<file path="config.mk">
export PLATFORM = sky130hd
export DESIGN_NAME = id_ex_pipe_reg
export DESIGN_NICKNAME = d
export VERILOG_FILES = /design/src/rtl/id_ex_pipe_reg.sv
export SDC_FILE = /design/constraint.sdc
export NUM_CORES = 1
export LEC_CHECK = 0
export CORE_MARGIN = 3
export CORE_UTILIZATION = 35
export CTS_CLUSTER_DIAMETER = 80
export DETAILED_ROUTE_END_ITERATION = 10
export PLACE_DENSITY = 0.81
export SLEW_MARGIN = 10
export SYNTH_ARGS = -nofsm -noshare
export SYNTH_HDL_FRONTEND = slang
export SYNTH_SLANG_ARGS = --single-unit
export TNS_END_PERCENT = 1
</file>
<file path="constraint.sdc">
create_clock -name clk_i -period 1.65 [get_ports clk_i]
set_clock_uncertainty 0.2 [all_clocks]
set_input_delay 0.33 -clock clk_i [delete_from_list [all_inputs] [get_ports clk_i]]
set_output_delay 0.33 -clock clk_i [all_outputs]
set_load 0.02 [all_outputs]
</file>
<file path="src/rtl/id_ex_pipe_reg.sv">
// -----------------------------------------------------------------------------
// id_ex_pipe_reg
//   ID/EX pipeline register of the 5-stage MIPS core. It registers the decoded
//   controls, operands and register addresses of the instruction in ID and
//   presents them to EX one cycle later. A load-use hazard or a branch/jump
//   flush loads a bubble: a NOP whose controls, data and addresses are all
//   zero, so that $0 never matches in the hazard or forwarding comparators.
//
//   Optional feature macro: ID_EX_BUBBLE_CNT_EN
//     When this macro is defined, a saturating bubble counter and the
//     bubble_cnt_o port are added. When it is undefined, both are absent and
//     all other behaviour is identical.
//
// Ports
//   clk_i          core clock, rising edge
//   rst_i          synchronous reset, active-low
//   hazard_i       load-use hazard: load a bubble (ignored while stalled)
//   flush_i        branch/jump flush: load a bubble (beats stall_i)
//   stall_i        EX/MEM back-pressure: hold every register
//   ID_*_i         decoded controls, operands and addresses from ID
//   EX_*_o         registered copies of the ID_*_i inputs
//   EX_wbAddr_o    registered write-back address (regDst ? rd : rt)
//   EX_valid_o     1: EX holds a real instruction, 0: bubble
//   bubble_cnt_o   saturating count of bubbles loaded (macro builds only)
// -----------------------------------------------------------------------------
module id_ex_pipe_reg #(
    parameter int unsigned DATA_W = 32,
    parameter int unsigned ADDR_W = 5,
    parameter int unsigned CNT_W  = 32
) (
    input  logic              clk_i,
    input  logic              rst_i,
    input  logic              hazard_i,
    input  logic              flush_i,
    input  logic              stall_i,
    input  logic              ID_regWrite_i,
    input  logic              ID_memToReg_i,
    input  logic              ID_memRead_i,
    input  logic              ID_memWrite_i,
    input  logic              ID_aluSrc_i,
    input  logic [1:0]        ID_aluOp_i,
    input  logic              ID_regDst_i,
    input  logic [DATA_W-1:0] ID_rsData_i,
    input  logic [DATA_W-1:0] ID_rtData_i,
    input  logic [DATA_W-1:0] ID_imm_i,
    input  logic [ADDR_W-1:0] ID_rsAddr_i,
    input  logic [ADDR_W-1:0] ID_rtAddr_i,
    input  logic [ADDR_W-1:0] ID_rdAddr_i,
    output logic              EX_regWrite_o,
    output logic              EX_memToReg_o,
    output logic              EX_memRead_o,
    output logic              EX_memWrite_o,
    output logic              EX_aluSrc_o,
    output logic [1:0]        EX_aluOp_o,
    output logic              EX_regDst_o,
    output logic [DATA_W-1:0] EX_rsData_o,
    output logic [DATA_W-1:0] EX_rtData_o,
    output logic [DATA_W-1:0] EX_imm_o,
    output logic [ADDR_W-1:0] EX_rsAddr_o,
    output logic [ADDR_W-1:0] EX_rtAddr_o,
    output logic [ADDR_W-1:0] EX_rdAddr_o,
    output logic [ADDR_W-1:0] EX_wbAddr_o,
    output logic              EX_valid_o
`ifdef ID_EX_BUBBLE_CNT_EN
    ,
    output logic [CNT_W-1:0]  bubble_cnt_o
`endif
);

    // -------------------------------------------------------------------------
    // Pipeline state
    // -------------------------------------------------------------------------
    logic              regWrite_q, regWrite_d;
    logic              memToReg_q, memToReg_d;
    logic              memRead_q,  memRead_d;
    logic              memWrite_q, memWrite_d;
    logic              aluSrc_q,   aluSrc_d;
    logic [1:0]        aluOp_q,    aluOp_d;
    logic              regDst_q,   regDst_d;
    logic [DATA_W-1:0] rsData_q,   rsData_d;
    logic [DATA_W-1:0] rtData_q,   rtData_d;
    logic [DATA_W-1:0] imm_q,      imm_d;
    logic [ADDR_W-1:0] rsAddr_q,   rsAddr_d;
    logic [ADDR_W-1:0] rtAddr_q,   rtAddr_d;
    logic [ADDR_W-1:0] rdAddr_q,   rdAddr_d;
    logic [ADDR_W-1:0] wbAddr_q,   wbAddr_d;
    logic              valid_q,    valid_d;

    // -------------------------------------------------------------------------
    // Edge action decode
    //   flush beats stall; stall beats hazard (the hazard unit keeps hazard_i
    //   asserted for as long as the hazard persists, so dropping it here is
    //   safe).
    // -------------------------------------------------------------------------
    logic load_bubble;
    logic hold;

    assign load_bubble = flush_i | (~stall_i & hazard_i);
    assign hold        = ~flush_i & stall_i;

    // -------------------------------------------------------------------------
    // Next-state selection: hold, bubble (all zero) or load from ID
    // -------------------------------------------------------------------------
    always_comb begin
        regWrite_d = regWrite_q;
        memToReg_d = memToReg_q;
        memRead_d  = memRead_q;
        memWrite_d = memWrite_q;
        aluSrc_d   = aluSrc_q;
        aluOp_d    = aluOp_q;
        regDst_d   = regDst_q;
        rsData_d   = rsData_q;
        rtData_d   = rtData_q;
        imm_d      = imm_q;
        rsAddr_d   = rsAddr_q;
        rtAddr_d   = rtAddr_q;
        rdAddr_d   = rdAddr_q;
        wbAddr_d   = wbAddr_q;
        valid_d    = valid_q;

        if (load_bubble) begin
            regWrite_d = 1'b0;
            memToReg_d = 1'b0;
            memRead_d  = 1'b0;
            memWrite_d = 1'b0;
            aluSrc_d   = 1'b0;
            aluOp_d    = '0;
            regDst_d   = 1'b0;
            rsData_d   = '0;
            rtData_d   = '0;
            imm_d      = '0;
            rsAddr_d   = '0;
            rtAddr_d   = '0;
            rdAddr_d   = '0;
            wbAddr_d   = '0;
            valid_d    = 1'b0;
        end else if (!hold) begin
            regWrite_d = ID_regWrite_i;
            memToReg_d = ID_memToReg_i;
            memRead_d  = ID_memRead_i;
            memWrite_d = ID_memWrite_i;
            aluSrc_d   = ID_aluSrc_i;
            aluOp_d    = ID_aluOp_i;
            regDst_d   = ID_regDst_i;
            rsData_d   = ID_rsData_i;
            rtData_d   = ID_rtData_i;
            imm_d      = ID_imm_i;
            rsAddr_d   = ID_rsAddr_i;
            rtAddr_d   = ID_rtAddr_i;
            rdAddr_d   = ID_rdAddr_i;
            // Destination is resolved here so the hazard unit sees a
            // registered address without a mux on its compare path.
            wbAddr_d   = ID_regDst_i ? ID_rdAddr_i : ID_rtAddr_i;
            valid_d    = 1'b1;
        end
    end

    always_ff @(posedge clk_i) begin
        if (!rst_i) begin
            regWrite_q <= 1'b0;
            memToReg_q <= 1'b0;
            memRead_q  <= 1'b0;
            memWrite_q <= 1'b0;
            aluSrc_q   <= 1'b0;
            aluOp_q    <= '0;
            regDst_q   <= 1'b0;
            rsData_q   <= '0;
            rtData_q   <= '0;
            imm_q      <= '0;
            rsAddr_q   <= '0;
            rtAddr_q   <= '0;
            rdAddr_q   <= '0;
            wbAddr_q   <= '0;
            valid_q    <= 1'b0;
        end else begin
            regWrite_q <= regWrite_d;
            memToReg_q <= memToReg_d;
            memRead_q  <= memRead_d;
            memWrite_q <= memWrite_d;
            aluSrc_q   <= aluSrc_d;
            aluOp_q    <= aluOp_d;
            regDst_q   <= regDst_d;
            rsData_q   <= rsData_d;
            rtData_q   <= rtData_d;
            imm_q      <= imm_d;
            rsAddr_q   <= rsAddr_d;
            rtAddr_q   <= rtAddr_d;
            rdAddr_q   <= rdAddr_d;
            wbAddr_q   <= wbAddr_d;
            valid_q    <= valid_d;
        end
    end

    // -------------------------------------------------------------------------
    // Outputs come straight from flops: no input-to-output combinational path
    // -------------------------------------------------------------------------
    assign EX_regWrite_o = regWrite_q;
    assign EX_memToReg_o = memToReg_q;
    assign EX_memRead_o  = memRead_q;
    assign EX_memWrite_o = memWrite_q;
    assign EX_aluSrc_o   = aluSrc_q;
    assign EX_aluOp_o    = aluOp_q;
    assign EX_regDst_o   = regDst_q;
    assign EX_rsData_o   = rsData_q;
    assign EX_rtData_o   = rtData_q;
    assign EX_imm_o      = imm_q;
    assign EX_rsAddr_o   = rsAddr_q;
    assign EX_rtAddr_o   = rtAddr_q;
    assign EX_rdAddr_o   = rdAddr_q;
    assign EX_wbAddr_o   = wbAddr_q;
    assign EX_valid_o    = valid_q;

`ifdef ID_EX_BUBBLE_CNT_EN
    // -------------------------------------------------------------------------
    // Saturating bubble counter: counts edges that load a bubble (flush, or
    // an un-stalled hazard), sticks at all-ones.
    // -------------------------------------------------------------------------
    logic [CNT_W-1:0] cnt_q, cnt_d;

    always_comb begin
        cnt_d = cnt_q;
        if (load_bubble && (cnt_q != '1)) begin
            cnt_d = cnt_q + CNT_W'(1);
        end
    end

    always_ff @(posedge clk_i) begin
        if (!rst_i) begin
            cnt_q <= '0;
        end else begin
            cnt_q <= cnt_d;
        end
    end

    assign bubble_cnt_o = cnt_q;
`endif

endmodule
</file>
==> metrics.md <==
| Metric | Value |
|---|---|
| Startpoint Class | `flip-flop` |
| Multi-input gate area | `1830 um2` |
| Initial Utilization | `0.360` |
| Final hold vios | `0` |
| Via count | `approximately 4500` |
| Die area | `14400 um2` |
| Top cells by area, synth | `dfxtp_1, nand2_1, a21oi_2` |
| Syn_area_per_cell | `8.37 um2` |
| Worst path top cell family by delay | `buffers and inverters` |
| Die Wd | `120 um` |
| DR vias/cell | `4.58` |
| Core Area | `12700 um2` |
| CP arrival | `1.08 ns` |
| Syn nets | `669` |
| Leak pwr | `3.44 nW` |
| Drt first-iter violations | `207` |
| FMAX | `621 MHz` |
| Final Cycle Share | `0.976` |
| Finished Core Util | `0.631` |
| Clock sink total | `125` |
| Cell with the most instances after synthesis | `nand2_1` |
| Worst Path Buf+Inv | `1` |
| Total Wirelength | `between 10 and 15 mm` |
| H-tree levels | `4` |
| Routed Antenna Nets | `0` |
| Final setup violation count | `0` |
| Synth Instances | `545` |
| Number of flops mapped to enable cells by yosys | `0` |
| FILL cells | `1070` |
| Final GP Congestion | `0.790` |
| Asr flop ratio synth | `0` |
| Postcts setup bufs | `0` |
| Synth top cells by count | `nand2_1, dfxtp_1, a21oi_1, a21oi_2, buf_2` |
| Std cell rows | `41` |
| Clock buffer depth | `2` |
| # DRC | `0` |
| DP Wirelength | `10.3 mm` |
| Yosys warning count | `0` |
| CP max stage cell | `dlygate4sd2_1` |
| Post-Syn Area | `4560 um2` |
| Antenna fix cells | `0` |
| Ports | `about 250` |
| Worst-margin pin slew | `0.255 ns` |
| Min Clock Period, post-route | `1.61 ns` |
| Wire length per cell | `~14 um` |
| Root buffer cell | `clkbuf_16` |
| PD cells | `1050 nW/um2` |
| Largest net degree at the start of global routing | `57` |
| Post-CTS Hold Buffers | `0` |
| Share of cells above drive strength 1 | `0.152` |
| VDD IR-drop max | `0.000615 V` |
| Gr usage total | `0.195` |
| Synth cell types | `14` |
| Crit Path Max Fanout | `2` |
| Required @ worst endpoint | `1.12 ns` |
| First-pass GRT wire length | `22.5 mm` |
| Register bit total from synthesis | `between 100 and 150` |
| CTS tree | `done` |
| Slew HR | `0.830` |
| P&R area growth vs syn | `75.2%` |
| RSZ-0062 raised after global routing | `false` |
| Post-synthesis sequential area ratio | `0.549` |
| 1st-pass router iterations | `5` |
| Largest area contributor in the netlist | `dfxtp_1` |
| Floorplan die height | `about 120 um` |
| Register area | `~2500 um2` |
| Prevailing post-synth register cell | `dfxtp_1` |
| Design area | `7990 um2` |
| IO Port Bufs | `approximately 250` |
| CP peak stage delay | `0.35 ns` |
| Antenna violations before repair | `0` |
| Min-Delay Path Class | `reg -> reg` |
| Vias in the first global route | `around 4500` |
| Clock transition at path regs | `roughly 0.05 ns` |
| Max-cap violations | `0` |
| Inserted Clock Buffers | `17` |
| CP endpoint kind | `output port` |
| Fin. max-slew vios | `0` |
| Crit-path cells | `dlygate4sd2_1` |
| Skew-Pair Late Insertion Delay | `0.40 ns` |
| Final #Nets | `927` |
| DP Area | `7430 um2` |
| Top cell type's share of synthesized area | `0.549` |
| Status | `complete, no violations` |
| Grt total ovfl | `0` |
| Crit path kind | `reg -> out` |
sequential cells by signal, summed over array words and instances (netlist names):
| name | flops |
|---|---|
| EX_aluSrc_o | 1 |
| EX_valid_o | 1 |
| EX_memToReg_o | 1 |
| EX_rtData_o | 32 |
| EX_regDst_o | 1 |
| EX_memRead_o | 1 |
| EX_rtAddr_o | 5 |
| EX_memWrite_o | 1 |
| EX_imm_o | 32 |
| EX_rsData_o | 32 |
| EX_wbAddr_o | 5 |
| EX_rsAddr_o | 5 |
| EX_rdAddr_o | 5 |
| EX_aluOp_o | 2 |
| EX_regWrite_o | 1 |
cell usage in the layout, fill, tap and decap left out, types with 2 or more instances in the layout:
cell	count
nand2_1	238
dfxtp_1	125
clkdlybuf4s50_1	123
a21oi_1	70
dlygate4sd2_1	63
clkdlybuf4s15_1	55
a21oi_2	50
buf_4	21
clkbuf_16	17
buf_12	12
clkbuf_2	7
mux2i_1	5
nor2_1	5
a211oi_1	5
bufinv_16	5
clkbuf_8	5
clkinvlp_4	3
clkinv_2	2
cells by family after synthesis:
group	Yosys count	share of synthesized area
muxes	5	0.0110
AOI/OAI and AO/OA	125	0.181
buffers and inverters	43	0.0532
and+or+nand+nor	247	0.206
DFF	125	0.549
report_power, final:
part / internal (W) / switching, W / leakage, nW / total, W
registers: 0.00313 / 0.0000516 / 1.02 / 0.00318
logic: 0.000538 / 0.000511 / 2.10 / 0.00105
clock network: 0.00288 / 0.00131 / 0.324 / 0.00419
total: 0.00654 / 0.00187 / 3.44 / 0.00842
layer usage:
| layer | global-route usage | routed length (um) | vias to the layer above |
|---|---|---|---|
| met5 | 0 | 0 | - |
| met4 | 0.0752 | 244 | 0 |
| met3 | 0.0627 | 1220 | 22 |
| met2 | 0.324 | 6710 | 183 |
| met1 | 0.234 | 5940 | 2054 |
| li1 | - | - | 2266 |
stage by stage:
| step | TNS, ns | setup slack (ns) | total power (W) | cells | hold slack (ns) |
|---|---|---|---|---|---|
| global route | 0 | 0.0000622 | 0.00873 | 988 | 0.261 |
| global placement | -25.42 | -0.229 | 0.00435 | 956 | 0.228 |
| detailed placement | -30.89 | -0.285 | 0.00436 | 956 | 0.239 |
| floorplan | 0 | 0.324 | 0.00370 | 545 | 0.226 |
| finish | 0 | 0.0390 | 0.00842 | 988 | 0.238 |
| CTS | 0 | 0.00115 | 0.00851 | 988 | 0.244 |
layout make-up:
class                           instances  share of cell area
Inverter                                1            0.000470
Clock inverter                         10              0.0229
Multi-Input combinational cell        377               0.228
Timing Repair Buffer                  281               0.346
Clock buffer                           22              0.0619
Tap cell                              172              0.0269
Sequential cell                       125               0.313
worst paths after layout:
check	startpoint	endpoint	slack (ns)	depth (start not counted)
worst min-delay path	EX_rtAddr_o[0]$_SDFFE_PP0N_	EX_rtAddr_o[0]$_SDFFE_PP0N_	0.24	2
worst max-delay path	EX_rtData_o[10]$_SDFFE_PP0N_	EX_rtData_o[10]	0.04	1
worst min register to register	EX_rtAddr_o[0]$_SDFFE_PP0N_	EX_rtAddr_o[0]$_SDFFE_PP0N_	0.24	2
worst max register to register	EX_wbAddr_o[3]$_SDFFE_PP0N_	EX_wbAddr_o[3]$_SDFFE_PP0N_	0.77	2
what timing repair did:
item	4_1_cts	5_1_grt
setup endpoints to repair	125	58
endpoints found under the hold margin	0	0
resized for setup	131	63
Power figures use the tool's default switching activity.
